**src/rtl/uart_arb_pkg.sv**
```systemverilog
// Shared types and constants for the two-source UART transmit arbiter.
package uart_arb_pkg;

  localparam int unsigned BYTE_W = 8;

  typedef enum logic [1:0] {
    IDLE      = 2'd0,
    LAUNCH    = 2'd1,
    WAIT_BUSY = 2'd2,
    WAIT_DONE = 2'd3
  } arb_state_e;

  localparam logic SRC_SW  = 1'b0;
  localparam logic SRC_PS2 = 1'b1;

  // Completed-frame report consumed by the seven-segment display logic.
  typedef struct packed {
    logic              src;
    logic [BYTE_W-1:0] data;
  } sent_rec_t;

endpackage

```
**src/rtl/arb_byte_fifo.sv**
```systemverilog
// Small per-source byte FIFO; full/empty decode straight from the registered count,
// so ready never depends combinationally on the writer's valid.
module arb_byte_fifo
  import uart_arb_pkg::*;
#(
  parameter int unsigned DEPTH = 4
) (
  input  logic              clk,
  input  logic              reset_n,
  input  logic              i_push,
  input  logic [BYTE_W-1:0] i_data,
  input  logic              i_pop,
  output logic [BYTE_W-1:0] o_head_c,
  output logic              o_full_c,
  output logic              o_empty_c
);

  localparam int unsigned AW = (DEPTH > 1) ? $clog2(DEPTH) : 1;
  localparam int unsigned CW = AW + 1;

  logic [BYTE_W-1:0] r_mem [DEPTH];
  logic [AW-1:0]     r_wr_ptr;
  logic [AW-1:0]     r_rd_ptr;
  logic [CW-1:0]     r_count;
  logic              w_do_push;
  logic              w_do_pop;

  assign o_full_c  = (r_count == CW'(DEPTH));
  assign o_empty_c = (r_count == '0);
  assign o_head_c  = r_mem[r_rd_ptr];
  assign w_do_push = i_push && !o_full_c;
  assign w_do_pop  = i_pop && !o_empty_c;

  // Simultaneous push and pop leave the count unchanged.
  always_ff @(posedge clk or negedge reset_n) begin
    if (!reset_n) begin
      for (int i = 0; i < int'(DEPTH); i++) r_mem[i] <= '0;
      r_wr_ptr <= '0;
      r_rd_ptr <= '0;
      r_count  <= '0;
    end else begin
      if (w_do_push) begin
        r_mem[r_wr_ptr] <= i_data;
        r_wr_ptr        <= r_wr_ptr + AW'(1);
      end
      if (w_do_pop) r_rd_ptr <= r_rd_ptr + AW'(1);
      if (w_do_push && !w_do_pop)      r_count <= r_count + CW'(1);
      else if (!w_do_push && w_do_pop) r_count <= r_count - CW'(1);
    end
  end

endmodule

```
**src/rtl/uart_tx_arbiter.sv**
```systemverilog
// Round-robin arbiter sharing one UART transmitter between the switch and PS/2 byte sources.
// Optional macro TX_WATCHDOG_EN adds a tx_busy-rise timeout with a sticky tx_err flag.
module uart_tx_arbiter
  import uart_arb_pkg::*;
#(
  parameter int unsigned DEPTH   = 4,
  parameter int unsigned TIMEOUT = 1024
) (
  input  logic              clk,
  input  logic              reset_n,
  input  logic              s0_valid,
  input  logic [BYTE_W-1:0] s0_data,
  output logic              s0_ready,
  input  logic              s1_valid,
  input  logic [BYTE_W-1:0] s1_data,
  output logic              s1_ready,
  output logic              tx_start,
  output logic [BYTE_W-1:0] tx_data,
  input  logic              tx_busy,
  output logic              sent_pulse,
  output logic [BYTE_W-1:0] sent_data,
  output logic              sent_src,
  output logic [1:0]        drop,
  output logic              tx_err
);

  localparam logic [1:0] ST_IDLE      = 2'(IDLE);
  localparam logic [1:0] ST_LAUNCH    = 2'(LAUNCH);
  localparam logic [1:0] ST_WAIT_BUSY = 2'(WAIT_BUSY);
  localparam logic [1:0] ST_WAIT_DONE = 2'(WAIT_DONE);

  if (DEPTH < 2 || (DEPTH & (DEPTH - 1)) != 0 || TIMEOUT < 1) begin : g_bad_cfg
    $error("uart_tx_arbiter: DEPTH must be a power of 2 >= 2 and TIMEOUT >= 1");
  end

  logic [1:0]        r_state, w_state_nxt;
  logic              r_last_src, w_last_src_nxt;
  logic              r_cur_src, w_cur_src_nxt;
  logic [BYTE_W-1:0] r_tx_data, w_tx_data_nxt;
  logic              r_tx_start, w_tx_start_nxt;
  logic              r_sent_pulse, w_sent_pulse_nxt;
  sent_rec_t         r_sent, w_sent_nxt;
  logic [1:0]        r_drop;

  logic [1:0]        w_push, w_pop, w_full, w_empty;
  logic [BYTE_W-1:0] w_head0, w_head1;
  logic              w_any, w_sel, w_wd_expire;

  arb_byte_fifo #(.DEPTH(DEPTH)) u_fifo_sw (
    .clk      (clk),
    .reset_n  (reset_n),
    .i_push   (w_push[0]),
    .i_data   (s0_data),
    .i_pop    (w_pop[0]),
    .o_head_c (w_head0),
    .o_full_c (w_full[0]),
    .o_empty_c(w_empty[0])
  );

  arb_byte_fifo #(.DEPTH(DEPTH)) u_fifo_ps2 (
    .clk      (clk),
    .reset_n  (reset_n),
    .i_push   (w_push[1]),
    .i_data   (s1_data),
    .i_pop    (w_pop[1]),
    .o_head_c (w_head1),
    .o_full_c (w_full[1]),
    .o_empty_c(w_empty[1])
  );

  assign s0_ready  = !w_full[0];
  assign s1_ready  = !w_full[1];
  assign w_push[0] = s0_valid && !w_full[0];
  assign w_push[1] = s1_valid && !w_full[1];

  // On a tie the source that did not go last wins.
  assign w_any = !w_empty[0] || !w_empty[1];
  assign w_sel = (!w_empty[0] && !w_empty[1]) ? !r_last_src
               : (w_empty[SRC_SW] ? SRC_PS2 : SRC_SW);

`ifdef TX_WATCHDOG_EN
  localparam int unsigned WD_W = (TIMEOUT > 1) ? $clog2(TIMEOUT) : 1;

  logic [WD_W-1:0] r_wd_cnt;
  logic            r_tx_err;

  assign w_wd_expire = (r_state == ST_WAIT_BUSY) && !tx_busy &&
                       (r_wd_cnt == WD_W'(TIMEOUT - 1));
  assign tx_err      = r_tx_err;

  // Counts idle WAIT_BUSY cycles; cleared whenever the arbiter is elsewhere.
  always_ff @(posedge clk or negedge reset_n) begin
    if (!reset_n) begin
      r_wd_cnt <= '0;
      r_tx_err <= 1'b0;
    end else begin
      if (r_state == ST_WAIT_BUSY && !tx_busy && !w_wd_expire) r_wd_cnt <= r_wd_cnt + WD_W'(1);
      else                                                     r_wd_cnt <= '0;
      if (w_wd_expire) r_tx_err <= 1'b1;
    end
  end
`else
  assign w_wd_expire = 1'b0;
  assign tx_err      = 1'b0;
`endif

  // Next-state and registered-output decode.
  always_comb begin
    w_state_nxt      = r_state;
    w_last_src_nxt   = r_last_src;
    w_cur_src_nxt    = r_cur_src;
    w_tx_data_nxt    = r_tx_data;
    w_tx_start_nxt   = 1'b0;
    w_sent_pulse_nxt = 1'b0;
    w_sent_nxt       = r_sent;
    w_pop            = 2'b00;
    case (r_state)
      ST_IDLE: begin
        if (w_any) begin
          w_pop         = w_sel ? 2'b10 : 2'b01;
          w_tx_data_nxt = w_sel ? w_head1 : w_head0;
          w_cur_src_nxt = w_sel;
          w_state_nxt   = ST_LAUNCH;
        end
      end
      ST_LAUNCH: begin
        if (!tx_busy) begin
          w_tx_start_nxt = 1'b1;
          w_state_nxt    = ST_WAIT_BUSY;
        end
      end
      ST_WAIT_BUSY: begin
        if (tx_busy) begin
          w_state_nxt = ST_WAIT_DONE;
        end else if (w_wd_expire) begin
          w_last_src_nxt = r_cur_src;
          w_state_nxt    = ST_IDLE;
        end
      end
      ST_WAIT_DONE: begin
        if (!tx_busy) begin
          w_sent_pulse_nxt = 1'b1;
          w_sent_nxt.src   = r_cur_src;
          w_sent_nxt.data  = r_tx_data;
          w_last_src_nxt   = r_cur_src;
          w_state_nxt      = ST_IDLE;
        end
      end
      default: w_state_nxt = ST_IDLE;
    endcase
  end

  always_ff @(posedge clk or negedge reset_n) begin
    if (!reset_n) begin
      r_state      <= ST_IDLE;
      r_last_src   <= SRC_PS2;
      r_cur_src    <= SRC_SW;
      r_tx_data    <= '0;
      r_tx_start   <= 1'b0;
      r_sent_pulse <= 1'b0;
      r_sent       <= '0;
    end else begin
      r_state      <= w_state_nxt;
      r_last_src   <= w_last_src_nxt;
      r_cur_src    <= w_cur_src_nxt;
      r_tx_data    <= w_tx_data_nxt;
      r_tx_start   <= w_tx_start_nxt;
      r_sent_pulse <= w_sent_pulse_nxt;
      r_sent       <= w_sent_nxt;
    end
  end

  // Sticky overflow flags; only reset clears them.
  always_ff @(posedge clk or negedge reset_n) begin
    if (!reset_n) r_drop <= 2'b00;
    else          r_drop <= r_drop | {s1_valid && w_full[1], s0_valid && w_full[0]};
  end

  assign tx_start   = r_tx_start;
  assign tx_data    = r_tx_data;
  assign sent_pulse = r_sent_pulse;
  assign sent_data  = r_sent.data;
  assign sent_src   = r_sent.src;
  assign drop       = r_drop;

endmodule
```
**config.mk**
```make
export PLATFORM = sky130hd
export DESIGN_NAME = uart_tx_arbiter
export DESIGN_NICKNAME = d
export VERILOG_FILES = /design/src/rtl/uart_arb_pkg.sv /design/src/rtl/arb_byte_fifo.sv /design/src/rtl/uart_tx_arbiter.sv
export SDC_FILE = /design/constraint.sdc
export NUM_CORES = 1
export LEC_CHECK = 0
export BUFFER_PORTS_ARGS = -buffer_cell sky130_fd_sc_hd__buf_2
export CELL_PAD_IN_SITES_DETAIL_PLACEMENT = 2
export CELL_PAD_IN_SITES_GLOBAL_PLACEMENT = 2
export CORE_MARGIN = 2
export CORE_UTILIZATION = 42
export CTS_CLUSTER_DIAMETER = 50
export CTS_CLUSTER_SIZE = 8
export DETAILED_ROUTE_END_ITERATION = 8
export HOLD_SLACK_MARGIN = 0.08
export MAX_ROUTING_LAYER = met4
export PLACE_DENSITY = 0.87
export REMOVE_ABC_BUFFERS = 1
export SYNTH_ARGS = -nofsm -noshare
export SYNTH_HDL_FRONTEND = slang
export SYNTH_SLANG_ARGS = --single-unit
```
**constraint.sdc**
```tcl
create_clock -name clk -period 2.55 [get_ports clk]
set_input_delay 0.3825 -clock clk [delete_from_list [all_inputs] [get_ports clk]]
set_output_delay 0.3825 -clock clk [all_outputs]
set_load 0.005 [all_outputs]
```
### Yosys cells after proc, flatten, opt, wreduce, memory -nomap -nowiden

Index checks and enable logic that the tools add are counted.

* add/subtract/negate cells: 8
* magnitude comparators: 6
* equality and inequality tests: 9
* muxes and demuxes: 30
* bitwise logic cells: 6
* reductions and logical operators: 33

Operators with widths (count)
* bitwise mux 32 bit: 2
* 2-to-1 mux 8 bit: 7
* binary-select mux 8 bit (select 2 bit): 2
* demux 8 bit (select 2 bit): 2
* logical AND 1 bit: 15
* 2-to-1 mux 2 bit: 7
* greater-or-equal comparator 3 bit (second input constant): 4
* 2-to-1 mux 3 bit: 4
* NOT 2 -> 3 bit: 4
* logical NOT 1 bit: 9
* adder 2 x 1 -> 2 bit (second input constant): 4
* inequality test 2 bit (second input constant): 4
* case mux 2 bit (4 select lines): 1
* adder 3 x 1 -> 3 bit (second input constant): 2
* equality test 3 bit (second input constant): 2
* logical NOT 3 bit: 2
* < comparator 3 x 1 -> 1 bit (second input constant): 2
* subtractor 3 x 1 -> 3 bit (second input constant): 2
* 2-to-1 mux 1 bit: 5
* equality test 2 bit (second input constant): 2
* AND reduction 2 bit: 2
* AND reduction 4 bit: 1
* nonzero test 2 bit: 2
* equality test 2 x 1 -> 1 bit (second input constant): 1
* other kinds (4): 4

* flip-flop bits (word level): 103
* input bits: 21

### Logic depth before layout (Yosys ltp)

* word-level depth: 11
* depth in mapped cells: 10
* depth with buffers taken out: 9

### Hierarchy

Synthesis repeated with hierarchy kept, for this count alone.

* cells, all modules: 310
* area total of the unflattened synthesis: 4689.5 um^2

Modules (own cells, without submodules)
* arb_byte_fifo: instances 2, cells each 112, area an instance 1781.7 um^2
* uart_tx_arbiter: instances 1, cells each 86, area an instance 1126.1 um^2

### Worst setup path before layout

Ideal clock, no wire load.

* path kind: register to register
* start: register u_fifo_sw.r_count[0]
* end: register u_fifo_ps2.r_count[1]
* library setup time: 0.125 ns
* arrival: 2.074 ns
* data required time: 2.425 ns
* path slack: 0.352 ns
* cell stages (with the launch flop): 9
* buffers on the path: 1
* period minus slack after synthesis: 2.198 ns
* path through: dfrtp_1 or3_1 buf_6 nand2_1 nand3_1 ha_1 inv_1 fa_1 mux2_2

* cells in the longest elaborated chain, start to end: 11
* elaborated cells on any way between the ends: 15

Ends and longest elaborated chain
* start: declaration: RTL line arb_byte_fifo.sv:24 `logic [CW-1:0] r_count;`
* start signal: assignment: RTL line arb_byte_fifo.sv:47 `if (w_do_push && !w_do_pop) r_count <= r_count + CW'(1);`
* start signal: assignment: RTL line arb_byte_fifo.sv:48 `else if (!w_do_push && w_do_pop) r_count <= r_count - CW'(1);`
* logical NOT 3 bit (*): RTL line arb_byte_fifo.sv:29 `assign o_empty_c = (r_count == '0);`
* logical NOT 1 bit: RTL line uart_tx_arbiter.sv:77, uart_tx_arbiter.sv:78
* logical AND 1 bit: RTL line uart_tx_arbiter.sv:78 `assign w_sel = (!w_empty[0] && !w_empty[1]) ? !r_last_src`
* 2-to-1 mux 1 bit: RTL line uart_tx_arbiter.sv:78
* 2-to-1 mux 2 bit: RTL line uart_tx_arbiter.sv:120 `w_pop = w_sel ? 2'b10 : 2'b01;`
* 2-to-1 mux 2 bit (*): RTL line uart_tx_arbiter.sv:119 `if (w_any) begin`
* 2-to-1 mux 2 bit (*): RTL line uart_tx_arbiter.sv:117 `case (r_state)`
* logical AND 1 bit (*): RTL line arb_byte_fifo.sv:32 `assign w_do_pop = i_pop && !o_empty_c;`
* logical NOT 1 bit: RTL line arb_byte_fifo.sv:47
* logical AND 1 bit: RTL line arb_byte_fifo.sv:47
* 2-to-1 mux 3 bit or nonzero test 2 bit (tied branches)
* end signal: assignment: RTL line arb_byte_fifo.sv:47
* end signal: assignment: RTL line arb_byte_fifo.sv:48
* end: declaration: RTL line arb_byte_fifo.sv:24

Mark *: on every way between the ends. The rest lies on a longest branch, timed or not.
A chain may end at the register's enable or synchronous reset.

### Worst setup path after layout

Ends and elaborated chain as after synthesis.

==> impl_metrics.json <==
{
  "worstPathRequired_ps": 2830,
  "power.density_mw_per_mm2": 1375,
  "antenna_found_initial": 0,
  "vias": 2817,
  "hpwl_mm": 7.930,
  "p_leak_nw": 2.413,
  "grt_pass1_vias": 3301,
  "vias_per_cell": 5.345,
  "postSynthAreaPerCell_um2": 14.08,
  "gp_congestion": 0.7199,
  "reg2reg_from": "u_fifo_sw.r_count[0]$_DFFE_PN0P_",
  "ff2ff_path_depth": 7,
  "slew_viol_final": 0,
  "min_to": "tx_start$_DFF_PN0_",
  "cts_buffer_depth": 2,
  "grtUsageTotal_pct": 21.84,
  "antenna_cells": 0,
  "final.setup_skew_ps": 15.13,
  "reg2reg_to": "u_fifo_ps2.r_count[1]$_DFFE_PN0P_",
  "ys_seq_elements": 103,
  "clock.fmax_ghz": 0.4293,
  "grt_pass1_wl_mm": 18.48,
  "vdd_ir_drop_max_uv": 504.6,
  "nets": 420,
  "critPathLaunch": "u_fifo_sw.r_count[0]$_DFFE_PN0P_",
  "fp.coreArea_mm2": 0.01084,
  "tns_ps": 0,
  "yosys_most_used_dff": "dfrtp_1",
  "clock-root-buffer": "clkbuf_8",
  "dieArea_mm2": 0.01199,
  "std_cell_rows": 38,
  "drive_gt1_share_pct": 38.24,
  "crit_type": "reg2reg",
  "setup_viol": 0,
  "worst_pin_slew_ps": 700.3,
  "start_util_pct": 43.12,
  "synth_warnings": 0,
  "clkTransAtPathRegs_ps": 100,
  "die_h_um": 109.5,
  "finalWorstSetupSlack_ps": 220.5,
  "relSlewSlack_pct": 53.32,
  "hold_start": "tx_busy",
  "ys_types": 39,
  "grt_max_degree": 57,
  "synth-edff-count": 0,
  "cp-start-kind": "flip-flop",
  "rsz0062_at_grt": "false",
  "fin_crit_ps": 2329,
  "synth_cells": 332,
  "layout_common_cells": "dfrtp_1, mux2_2, nand2_1",
  "wl_mm": 11.44,
  "hold_path_class": "in2reg",
  "drt_iter0_drc": 83,
  "cp_max_fo": 4,
  "hold_viol_final": 0,
  "pre_cts_ws_ps": 7.286,
  "worst-endpoint-arrival_ps": 2610,
  "worstSkewPairLatency_ps": 390,
  "synthesis.area_mm2": 0.004674,
  "outcome": "finished, final reports clean",
  "worstHoldPathCells": 2,
  "io_pins": 45,
  "cts_buffers": 9,
  "firstDrtPassIters": 4,
  "ant_nets": 0,
  "yosysSeqAreaShare_pct": 55.17,
  "finalCritPeriodShare_pct": 91.35,
  "die_x_um": 109.5,
  "cts_tree": "yes",
  "cts_sinks": 103,
  "cap_violations": 0,
  "syn_to_final_growth_pct": 12.47,
  "cp-end-kind": "flip-flop",
  "async_flop_share_pct": 100.0,
  "r2r_slack_ps": 220,
  "portBuffers": 43,
  "drc": 0,
  "htreeDepth": 3,
  "layout_commonest_cell": "dfrtp_1",
  "post_drt_wl_per_cell_um": 21.72,
  "grt.overflow.total": 0
}
metal layers:
metal	track usage (%)	part of all wire (%)	vias up
met5	-	0	-
met4	7.414	1.8	0
met1	26.73	43	1507
met3	3.438	2.4	17
li1	-	-	1248
met2	36.99	53	45
how the worst max path moves through the flow:
stage	to	slack (ps)
global placement	u_fifo_ps2.r_count[2]$_DFFE_PN0P_	140
finish	u_fifo_ps2.r_count[1]$_DFFE_PN0P_	220
floorplan	u_fifo_ps2.r_count[1]$_DFFE_PN0P_	310
detailed placement	u_fifo_ps2.r_count[2]$_DFFE_PN0P_	7
global route	u_fifo_sw.r_count[2]$_DFFE_PN0P_	20
CTS	u_fifo_ps2.r_count[2]$_DFFE_PN0P_	190
cell usage after synthesis, types with 2 or more instances:
cell type,number,share of area (%)
nand3_1,2,0.21
xor2_1,4,0.75
buf_2,4,0.43
nor3b_2,2,0.54
fa_1,2,0.86
o21ai_1,7,0.75
o21ai_0,2,0.21
mux2_1,16,3.9
mux4_2,16,7.7
nand2_1,43,3.5
nor2_1,5,0.40
xnor2_1,8,1.5
ha_1,15,4.0
mux2_2,50,12
nor2b_1,3,0.40
o21ai_4,2,0.70
nand2_2,8,1.1
buf_6,2,0.48
inv_1,10,0.80
a21o_1,2,0.32
dfrtp_1,102,55
buf_1,2,0.16
mux2i_1,9,1.9
report_power, final:
group / switching (W) / total (W) / internal (W) / leakage (nW)
clock network: 0.000586 / 0.00104 / 0.000451 / 0.0960
registers: 0.000726 / 0.00320 / 0.00248 / 1.23
logic: 0.00139 / 0.00299 / 0.00160 / 1.08
total: 0.00270 / 0.00723 / 0.00453 / 2.41
timing repair:
item | in CTS | in global routing
gates resized for setup | 1 | 0
buffers inserted | 0 | 0
endpoints found under the setup margin | 1 | 0
hold buffers | 1 | 0
hold endpoints to repair | 46 | 0
registers in the layout, summed over array words and instances (netlist names), 3 cells and up:
signal / cells
sent_data: 8
u_fifo_ps2.r_mem: 32
u_fifo_sw.r_count: 3
tx_data: 8
u_fifo_sw.r_mem: 32
u_fifo_ps2.r_count: 3
area by class of cell:
type	instances	area (um^2)
clock buffers	10	127.6
multi-input cells	208	1996
repair buffers	49	277.8
clock inverters	6	61.31
well taps	140	175.2
inverters	11	41.29
fillers	1039	5583
flip-flops and latches	103	2579
metrics by stage:
stage	instances	total power (W)	hold WS (ps)	instance area [um^2]	utilization, %
after detailed placement	510	0.006202	447.3	5056	46.64
after CTS	527	0.007333	168.8	5258	48.50
after floorplan	322	0.005076	86.91	4613	-
after global routing	527	0.007743	184.8	5258	48.50
after global placement	510	0.005827	435.6	5056	46.64
final	527	0.007231	177.5	5258	48.50
critical path, stage by stage, from the launching register on:
cell	delay, ps
dfrtp_1	450
or3_1	420
nand2_1	120
nand3_1	160
ha_1	280
inv_1	100
fa_1	420
mux2_2	280
logic make-up after synthesis:
kind of cell,synth area share [%]
AO/OA/AOI/OAI,2.623
XOR/XNOR,2.248
adder cells (fa/ha/maj),4.872
buffers and inverters,2.195
flip-flops,55.17
multiplexers,25.86
other,0.08022
AND/OR/NAND/NOR,6.959
(Power assumes the default switching activity.)
